`config.mk`:
```
export PLATFORM = sky130hd
export DESIGN_NAME = ps_fetch_seq
export DESIGN_NICKNAME = d
export VERILOG_FILES = /design/src/rtl/ps_fetch_seq.sv
export SDC_FILE = /design/constraint.sdc
export NUM_CORES = 1
export LEC_CHECK = 0
export ABC_AREA = 1
export BUFFER_PORTS_ARGS = -buffer_cell sky130_fd_sc_hd__buf_2
export CAP_MARGIN = 10
export CORE_ASPECT_RATIO = 0.7
export CORE_MARGIN = 4
export CORE_UTILIZATION = 61
export CTS_CLUSTER_SIZE = 25
export DETAILED_ROUTE_END_ITERATION = 8
export PLACE_DENSITY = 0.85
export SLEW_MARGIN = 25
export SYNTH_ARGS = -nofsm -noshare
export SYNTH_HDL_FRONTEND = slang
export SYNTH_SLANG_ARGS = --single-unit
```
`constraint.sdc`:
```
create_clock -name clk -period 7.78 [get_ports clk]
set_input_delay 0.389 -clock clk [delete_from_list [all_inputs] [get_ports clk]]
set_output_delay 0.389 -clock clk [all_outputs]
set_load 0.005 [all_outputs]
```
`src/rtl/ps_fetch_seq.sv`:
```
// rtl/ps_fetch_seq.sv - program-sequencer fetch address generator with PC stack and DO-UNTIL loop stack
module ps_fetch_seq #(
    parameter int              AW          = 16,
    parameter int              PCSTK_DEPTH = 4,
    parameter int              LOOP_DEPTH  = 2,
    parameter int              CW          = 16,
    parameter logic [AW-1:0]   RST_VEC     = 16'h0000
) (
    input  logic                         clk,
    input  logic                         rst,
    input  logic                         stall,
    input  logic                         jmp,
    input  logic [AW-1:0]                jmp_addr,
    input  logic                         call,
    input  logic [AW-1:0]                ret_addr,
    input  logic                         ret,
    input  logic                         push,
    input  logic                         pop,
    input  logic [AW-1:0]                push_data,
    input  logic                         do_en,
    input  logic [AW-1:0]                do_start,
    input  logic [AW-1:0]                do_end,
    input  logic [CW-1:0]                do_cnt,
    input  logic                         clr_stcky,
    output logic [AW-1:0]                faddr,
    output logic [AW-1:0]                stk_top,
    output logic [$clog2(PCSTK_DEPTH):0] stk_ptr,
    output logic [4:0]                   stcky,
    output logic                         lp_active,
    output logic [CW-1:0]                lp_cnt
);
    localparam int PW  = $clog2(PCSTK_DEPTH) + 1;
    localparam int PIW = PW - 1;
    localparam int LW  = $clog2(LOOP_DEPTH) + 1;
    localparam int LIW = (LOOP_DEPTH > 1) ? $clog2(LOOP_DEPTH) : 1;

    logic [AW-1:0]  r_faddr;
    logic [AW-1:0]  r_pcstk [PCSTK_DEPTH];
    logic [PW-1:0]  r_ptr;
    logic           r_povf, r_pudf, r_lovf;
    logic [AW-1:0]  r_ls_start [LOOP_DEPTH];
    logic [AW-1:0]  r_ls_end   [LOOP_DEPTH];
    logic [CW-1:0]  r_ls_cnt   [LOOP_DEPTH];
    logic [LW-1:0]  r_lptr;

    logic           w_pc_empty, w_pc_full, w_redir, w_push, w_pop;
    logic [PIW-1:0] w_top_idx;
    logic [AW-1:0]  w_pc_top, w_pdata, w_faddr_nxt;
    logic           w_lp_active, w_lp_full, w_lp_hit, w_lp_back, w_lp_exit, w_do;
    logic           w_set_povf, w_set_pudf, w_set_lovf;
    logic [LIW-1:0] w_ltop_idx;
    logic [AW-1:0]  w_lp_start, w_lp_end;
    logic [CW-1:0]  w_lp_cnt, w_do_cnt;

    assign w_pc_empty = (r_ptr == '0);
    assign w_pc_full  = (r_ptr == PW'(PCSTK_DEPTH));
    // Low index bits wrap correctly even when the pointer equals the depth.
    assign w_top_idx  = r_ptr[PIW-1:0] - PIW'(1);
    assign w_pc_top   = w_pc_empty ? '0 : r_pcstk[w_top_idx];

    assign w_redir    = jmp | call | ret;
    assign w_push     = call | (push & ~w_redir);
    assign w_pop      = (ret & ~jmp & ~call) | (pop & ~w_redir);
    assign w_pdata    = call ? ret_addr : push_data;
    assign w_set_povf = w_push & ~w_pop & w_pc_full;
    assign w_set_pudf = w_pop & ~w_push & w_pc_empty;

    assign w_lp_active = (r_lptr != '0);
    assign w_lp_full   = (r_lptr == LW'(LOOP_DEPTH));
    assign w_ltop_idx  = r_lptr[LIW-1:0] - LIW'(1);
    assign w_lp_start  = r_ls_start[w_ltop_idx];
    assign w_lp_end    = r_ls_end[w_ltop_idx];
    assign w_lp_cnt    = w_lp_active ? r_ls_cnt[w_ltop_idx] : '0;
    assign w_lp_hit    = w_lp_active & ~stall & ~w_redir & (r_faddr == w_lp_end);
    assign w_lp_back   = w_lp_hit & (w_lp_cnt > CW'(1));
    assign w_lp_exit   = w_lp_hit & ~(w_lp_cnt > CW'(1));
    assign w_do        = do_en & ~w_redir;
    assign w_do_cnt    = (do_cnt == '0) ? CW'(1) : do_cnt;
    assign w_set_lovf  = w_do & w_lp_full;

    always_comb begin
        w_faddr_nxt = r_faddr + AW'(1);
        if (jmp | call)
            w_faddr_nxt = jmp_addr;
        else if (ret & ~w_pc_empty)
            w_faddr_nxt = w_pc_top;
        else if (stall)
            w_faddr_nxt = r_faddr;
        else if (w_lp_back)
            w_faddr_nxt = w_lp_start;
    end

    always_ff @(posedge clk or negedge rst) begin
        if (!rst) begin
            r_faddr <= RST_VEC;
            r_ptr   <= '0;
            r_povf  <= 1'b0;
            r_pudf  <= 1'b0;
            for (int i = 0; i < PCSTK_DEPTH; i++) r_pcstk[i] <= '0;
        end else begin
            r_faddr <= w_faddr_nxt;
            if (w_push && w_pop) begin
                // Simultaneous push+pop overwrites the top; on an empty stack it is a plain push.
                if (w_pc_empty) begin
                    r_pcstk[0] <= w_pdata;
                    r_ptr      <= PW'(1);
                end else begin
                    r_pcstk[w_top_idx] <= w_pdata;
                end
            end else if (w_push) begin
                if (!w_pc_full) begin
                    r_pcstk[r_ptr[PIW-1:0]] <= w_pdata;
                    r_ptr <= r_ptr + PW'(1);
                end
            end else if (w_pop) begin
                if (!w_pc_empty) r_ptr <= r_ptr - PW'(1);
            end
            r_povf <= w_set_povf | (r_povf & ~clr_stcky);
            r_pudf <= w_set_pudf | (r_pudf & ~clr_stcky);
        end
    end

    always_ff @(posedge clk or negedge rst) begin
        if (!rst) begin
            r_lptr <= '0;
            r_lovf <= 1'b0;
            for (int i = 0; i < LOOP_DEPTH; i++) begin
                r_ls_start[i] <= '0;
                r_ls_end[i]   <= '0;
                r_ls_cnt[i]   <= '0;
            end
        end else begin
            if (w_lp_back) r_ls_cnt[w_ltop_idx] <= w_lp_cnt - CW'(1);
            if (w_do && !w_lp_full) begin
                // A loop exiting in the same cycle frees its slot for the new entry.
                if (w_lp_exit) begin
                    r_ls_start[w_ltop_idx] <= do_start;
                    r_ls_end[w_ltop_idx]   <= do_end;
                    r_ls_cnt[w_ltop_idx]   <= w_do_cnt;
                end else begin
                    r_ls_start[r_lptr[LIW-1:0]] <= do_start;
                    r_ls_end[r_lptr[LIW-1:0]]   <= do_end;
                    r_ls_cnt[r_lptr[LIW-1:0]]   <= w_do_cnt;
                    r_lptr <= r_lptr + LW'(1);
                end
            end else if (w_lp_exit) begin
                r_lptr <= r_lptr - LW'(1);
            end
            r_lovf <= w_set_lovf | (r_lovf & ~clr_stcky);
        end
    end

    assign faddr     = r_faddr;
    assign stk_top   = w_pc_top;
    assign stk_ptr   = r_ptr;
    assign stcky     = {r_lovf, r_pudf, r_povf, w_pc_full, w_pc_empty};
    assign lp_active = w_lp_active;
    assign lp_cnt    = w_lp_cnt;
endmodule

```
After elaboration in Yosys (flattened, before gate mapping):

Cells that the tools add are included.

* bits of input ports: 106
* register bits after elaboration: 184

* mux-type cells: 56
* $add $sub $neg: 8
* equal/unequal tests: 10
* reduce and logical (&&, ||, !) cells: 17
* $lt $le $gt $ge: 9
* bitwise gates (word level): 39

Operators by type and width (count)
* $mux W16: 24
* $bwmux W32: 7
* $mux W64: 3
* $mux W32: 5
* $bwmux W64: 2
* $demux W16 S2: 2
* $mux W48: 1
* $bmux W16 S2: 1
* $demux W16 S1: 2
* $and A1 B1 Y1: 19
* $mux W3: 6
* $add A16 B1 Y16 const B: 1
* $eq A16 B16 Y1: 1
* $gt A16 B1 Y1 const B: 1
* $logic_not A16 Y1: 1
* $sub A16 B1 Y16 const B: 1
* $not A1 Y1: 9
* $or A1 B1 Y1: 7
* $ge A3 B3 Y1 const B: 2
* $logic_and A1 B1 Y1: 6
* $lt A3 B1 Y1 const B: 2
* $mux W2: 3
* $ne A2 B2 Y1 const B: 3
* $ne A3 B1 Y1 const B: 2
* other kinds (20): 28

Longest topological paths before layout:

* depth after elaboration: 12
* mapped depth: 20
* gate-level depth less buffers: 19

Worst setup path before layout:

Ideal clock, no wire load.

* path type: register to register
* start point: register r_ptr[0], in the netlist stk_ptr[0]
* end point: register r_faddr[5], in the netlist faddr[5]
* data arrival time: 2.601 ns
* setup time: 0.065 ns
* path slack: 5.114 ns
* cell stages (with the launch flop): 14
* period minus slack after synthesis: 2.666 ns
* cells stage by stage: dfrtp_1 clkinv_1 clkbuf_1 ha_1 inv_1 nor2_1 nor2_1 clkinv_1 a21oi_1 inv_1 clkbuf_1 a21oi_1 o21ai_0 nand2_1

* word-level cells in the longest chain between the ends: 8
* elaborated cells between the ends (all ways): 12

RTL lines
* from (decl): line 39 `logic [PW-1:0] r_ptr;`
* from (signal assigned): line 113 `r_ptr <= r_ptr + PW'(1);`
* from (signal assigned): line 116 `if (!w_pc_empty) r_ptr <= r_ptr - PW'(1);`
* $sub A2 B1 Y2: line 58 `assign w_top_idx = r_ptr[PIW-1:0] - PIW'(1);`
* $not A2 Y3 (not written as such): line 59 `assign w_pc_top = w_pc_empty ? '0 : r_pcstk[w_top_idx];`
* $bmux W16 S2: line 59
* $mux W16 (not written as such) (2 in a row): line 59
* $mux W16: line 59
* $mux W16: line 85 `else if (ret & ~w_pc_empty)`
* $mux W16: line 83 `if (jmp | call)`
* to (signal assigned): line 101 `r_faddr <= w_faddr_nxt;`
* to (decl): line 37 `logic [AW-1:0] r_faddr;`

Several ways; a longest one is shown, not always the timed one. The select of a mux whose other input is x is not followed.
A chain may end at the register's enable or synchronous reset.

Worst setup path in the final report:

* start point: register r_lptr[0]
* end point: register r_ls_cnt[17] in the netlist's numbering

* word-level cells in the longest chain between the ends: 12
* elaborated cells between the ends (all ways): 39

RTL lines
* from (decl): line 44 `logic [LW-1:0] r_lptr;`
* from (signal assigned): line 144 `r_lptr <= r_lptr + LW'(1);`
* from (signal assigned): line 147 `r_lptr <= r_lptr - LW'(1);`
* $sub A1 B1 Y1: line 70 `assign w_ltop_idx = r_lptr[LIW-1:0] - LIW'(1);`
* $not A1 Y2 (not written as such)
* $mux W16 (on tied branches) (3 in a row): line 73, 72
* $mux W16 / $eq A16 B16 Y1 (equally long branches): line 73, 74
* $sub A16 B1 Y16 (tied with other cells): line 133 `if (w_lp_back) r_ls_cnt[w_ltop_idx] <= w_lp_cnt - CW'(1);`
* $bwmux W32 / $and A1 B1 Y1 (equally long branches): line 133, 75
* $mux W32: line 133
* $bwmux W32 (on tied branches): line 143, 139
* $mux W32: line 136 `if (w_lp_exit) begin`
* $mux W32 (*): line 134 `if (w_do && !w_lp_full) begin`
* to (signal, indexed assignment): line 133
* to (signal, indexed assignment): line 139 `r_ls_cnt[w_ltop_idx] <= w_do_cnt;`
* to (signal, indexed assignment): line 143 `r_ls_cnt[r_lptr[LIW-1:0]] <= w_do_cnt;`
* to (decl): line 43 `logic [CW-1:0] r_ls_cnt [LOOP_DEPTH];`

Every way passes the cells marked *; elsewhere a longest branch is shown, timed or not. The select of a mux whose other input is x is not followed.

==> metrics <==
Synth Area in Adders 1.10%; XOR/XNOR Fraction of Synth Area 1.93%; Tcrit/Tclk final 55.9%; Post-route DRC 0; GR met3 Demand/Resource 10.4%; Mapped Area 0.0109 mm2; CTS root buf clkbuf_16; post-synthesis cell type count 38; setup bufs post-CTS 0; die width 168 um; core box area 0.0173 mm2; worst-margin pin slew 1.07 ns; IO buf count 162; ys async rst share 100%; Post-Layout Cell Count 1936; largest net degree at the start of global routing 113; Post-CTS Resized 0; Iter 0 DRT Violations 1273; Avg Vias per Cell 5.69; Die Ht 120 um; H-tree depth 4; Final Instance Area 0.0122 mm2; GR Util met2 47.4%; vias in the first global route 10.2k; Clock Power Share 17.8%; Placed Instances 1904; post-synthesis mux area share 0%; area grow syn2layout 12.4%; Placed Area 0.0116 mm2; Max VDD drop 0.344 mV; Net Sw Frac 46.7%; Ys Warns 0; Num CTS Buffers 17; ys flop type dfrtp_1; die area 0.0201 mm2; Final Hold Viols 0; RSZ-0062 raised after global routing false; clock latency on the worst-skew pair 0.44 ns; io pins 163; largest family of logic cells by synthesized area simple AND/OR/NAND/NOR gates; initial antenna violation count 2; layout cells sized above 1 14.4%; global route hottest layer met1; Synth area leaders dfrtp_1 42%, nand2_1 19%, nand3_1 6.0%, o21ai_0 5.4%, inv_1 5.4%; Hold-fix buffers, CTS 0; pre-CTS setup slack 3.60 ns; # setup viols final 0; Final ANT Viol Nets 0; R2R Path Start r_lptr[0]; gpl congestion 1.01; critical path class reg -> reg; Peak Freq 230 MHz; CP Capture Type flop; Total Routing Usage GR 33.0%; Detailed Place HPWL 23.8 mm; Slew headroom 28.5%; switching pwr 0.00225 W; Layout Skew 0.0121 ns; Gate Count Post-Synth 1574; top cell type by total area after synthesis dfrtp_1; internal power 0.00257 W; Layout Nets 1807; maxcap violations 0; most instantiated library cell after synthesis nand2_1; Reg2Reg Capture Point r_ls_cnt[17]; CTS clock-pin slew for the worst setup and hold paths 0.08 ns; Avg Synthesized Cell Area 6.91 um2; EDFF count, synth 0; First-pass DRT Iterations 7; Worst Hold Class in -> async; Seq pwr share 33.6%; GR Overflow Total 0; FF-to-FF path depth 18; setup TNS 0 ns; Synth Area in Simple Gates 32.6%; Slew Limit Fails 0; worst path required time 8.16 ns; CP Max Fanout 50; routed len/inst 17.0 um; Rows 40; Seq/Total Area, Yosys 42.4%; PD cells 394 mW/mm2; leakage 6.52 nW; combinational power share 48.7%; WP data arrival 4.73 ns; FF+latch count, synth 184; Post-synth top cells 558 x nand2_1, 184 x dfrtp_1, 156 x inv_1; Compound-Gate Fraction of Synth Area 12.4%; Synth top area share 42.4%; CTS tree yes; minimum clock period 4.35 ns; clock tree buffer depth 2; status finished clean; Synth Net Count 1689; initial core utilization 62.8%; via count 11.0k; Post-Route WL 33.0 mm; nature of the critical path startpoint flop; fin worst setup slack 3.43 ns; Antenna diodes 0; first-pass GRT wire length 52.9 mm; reg-to-reg setup timing slack 3.43 ns; CTS sink count 184; met1 Usage GRT 49.1%
metrics by stage:
step / power [W] / hold slack, ns / utilization (%)
floorplan: 0.00315 / 0.0934 / -
global placement: 0.00384 / 0.467 / 67.2
detailed placement: 0.00390 / 0.473 / 67.2
CTS: 0.00477 / 0.148 / 70.6
global route: 0.00519 / 0.141 / 70.6
finish: 0.00482 / 0.0341 / 70.6
worst max-delay path, cell delays in order, from the launching register on:
cell and delay [ns]:
dfrtp_2 0.53, buf_4 0.55, nor2_2 0.16, nand2_1 0.09, nand2_1 0.16, inv_1 0.15
ha_1 0.22, nor2_1 0.06, nor2_1 0.11, nand2_1 0.06, nor2_1 0.12, nand3_2 0.17
inv_2 0.16, nand3_2 0.11, nand2_1 0.12, nand2_2 0.54, inv_1 0.69, nand2_1 0.13
nand2_1 0.10
worst max path at each step:
| stage | from | end | slack [ns] |
|---|---|---|---|
| finish | r_lptr[0] | r_ls_cnt[17] | 3.43 |
| global route | r_lptr[0] | r_ls_cnt[19] | 3.10 |
| CTS | r_lptr[0] | r_ls_cnt[19] | 3.55 |
| detailed placement | r_lptr[0] | r_ls_cnt[19] | 3.60 |
| global placement | r_lptr[0] | r_ls_cnt[15] | 3.45 |
| floorplan | stk_ptr[0] | faddr[5] | 5.11 |
logic make-up (layout without fill, tap and decap cells):
kind of cell               after synthesis  in the layout
and+or+nand+nor                        858            858
buffers and inverters                  238            369
AOI/OAI and AO/OA                      261            261
DFF                                    184            184
adders and majority gates                9              9
xor gates and xnor gates                24             24
state kept, by name, summed over array words and instances, names as in the netlist, 2 cells and up:
name and flops:
faddr 16, r_lptr 2, stk_ptr 3, r_ls_cnt 32, r_pcstk 64, r_ls_end 32
r_ls_start 32
routing by layer:
metal  vias to the layer above  wire length, um  part of all wire, %
met3                        61             4500                   14
met5                         -               68                 0.21
met1                      5056            14000                   42
li1                       5218                -                    -
met4                         4              579                  1.8
met2                       671            13900                   42
cell usage in the layout (no fill, tap or decap), types with 5 or more instances in the layout:
master and count:
nand2_1 558, dfrtp_1 183, buf_2 161, inv_1 156, nand3_1 130, o21ai_0 117, nor2_1 116, a21oi_1 69
o21ai_1 60, xor2_1 20, clkbuf_16 17, nand2_2 13, nand4_1 12, buf_4 12, nor2_2 10, ha_1 7
inv_6 5
power groups by stage:
stage	clock network (W)	registers [W]	logic [W]
global route	0.000899	0.00166	0.00263
detailed placement	0	0.00162	0.00228
global placement	0	0.00161	0.00222
floorplan	0	0.00153	0.00162
finish	0.000856	0.00162	0.00234
CTS	0.000856	0.00161	0.00230
layout make-up:
type | count | area (um2)
Fill cell | 1498 | 5090
Inverter | 163 | 612
Tap cell | 231 | 289
Clock inverter | 14 | 136
Sequential cell | 184 | 4610
Multi-Input combinational cell | 1152 | 5230
Clock buffer | 18 | 439
Timing Repair Buffer | 174 | 910
No activity file was read; power rests on OpenSTA's default activity.
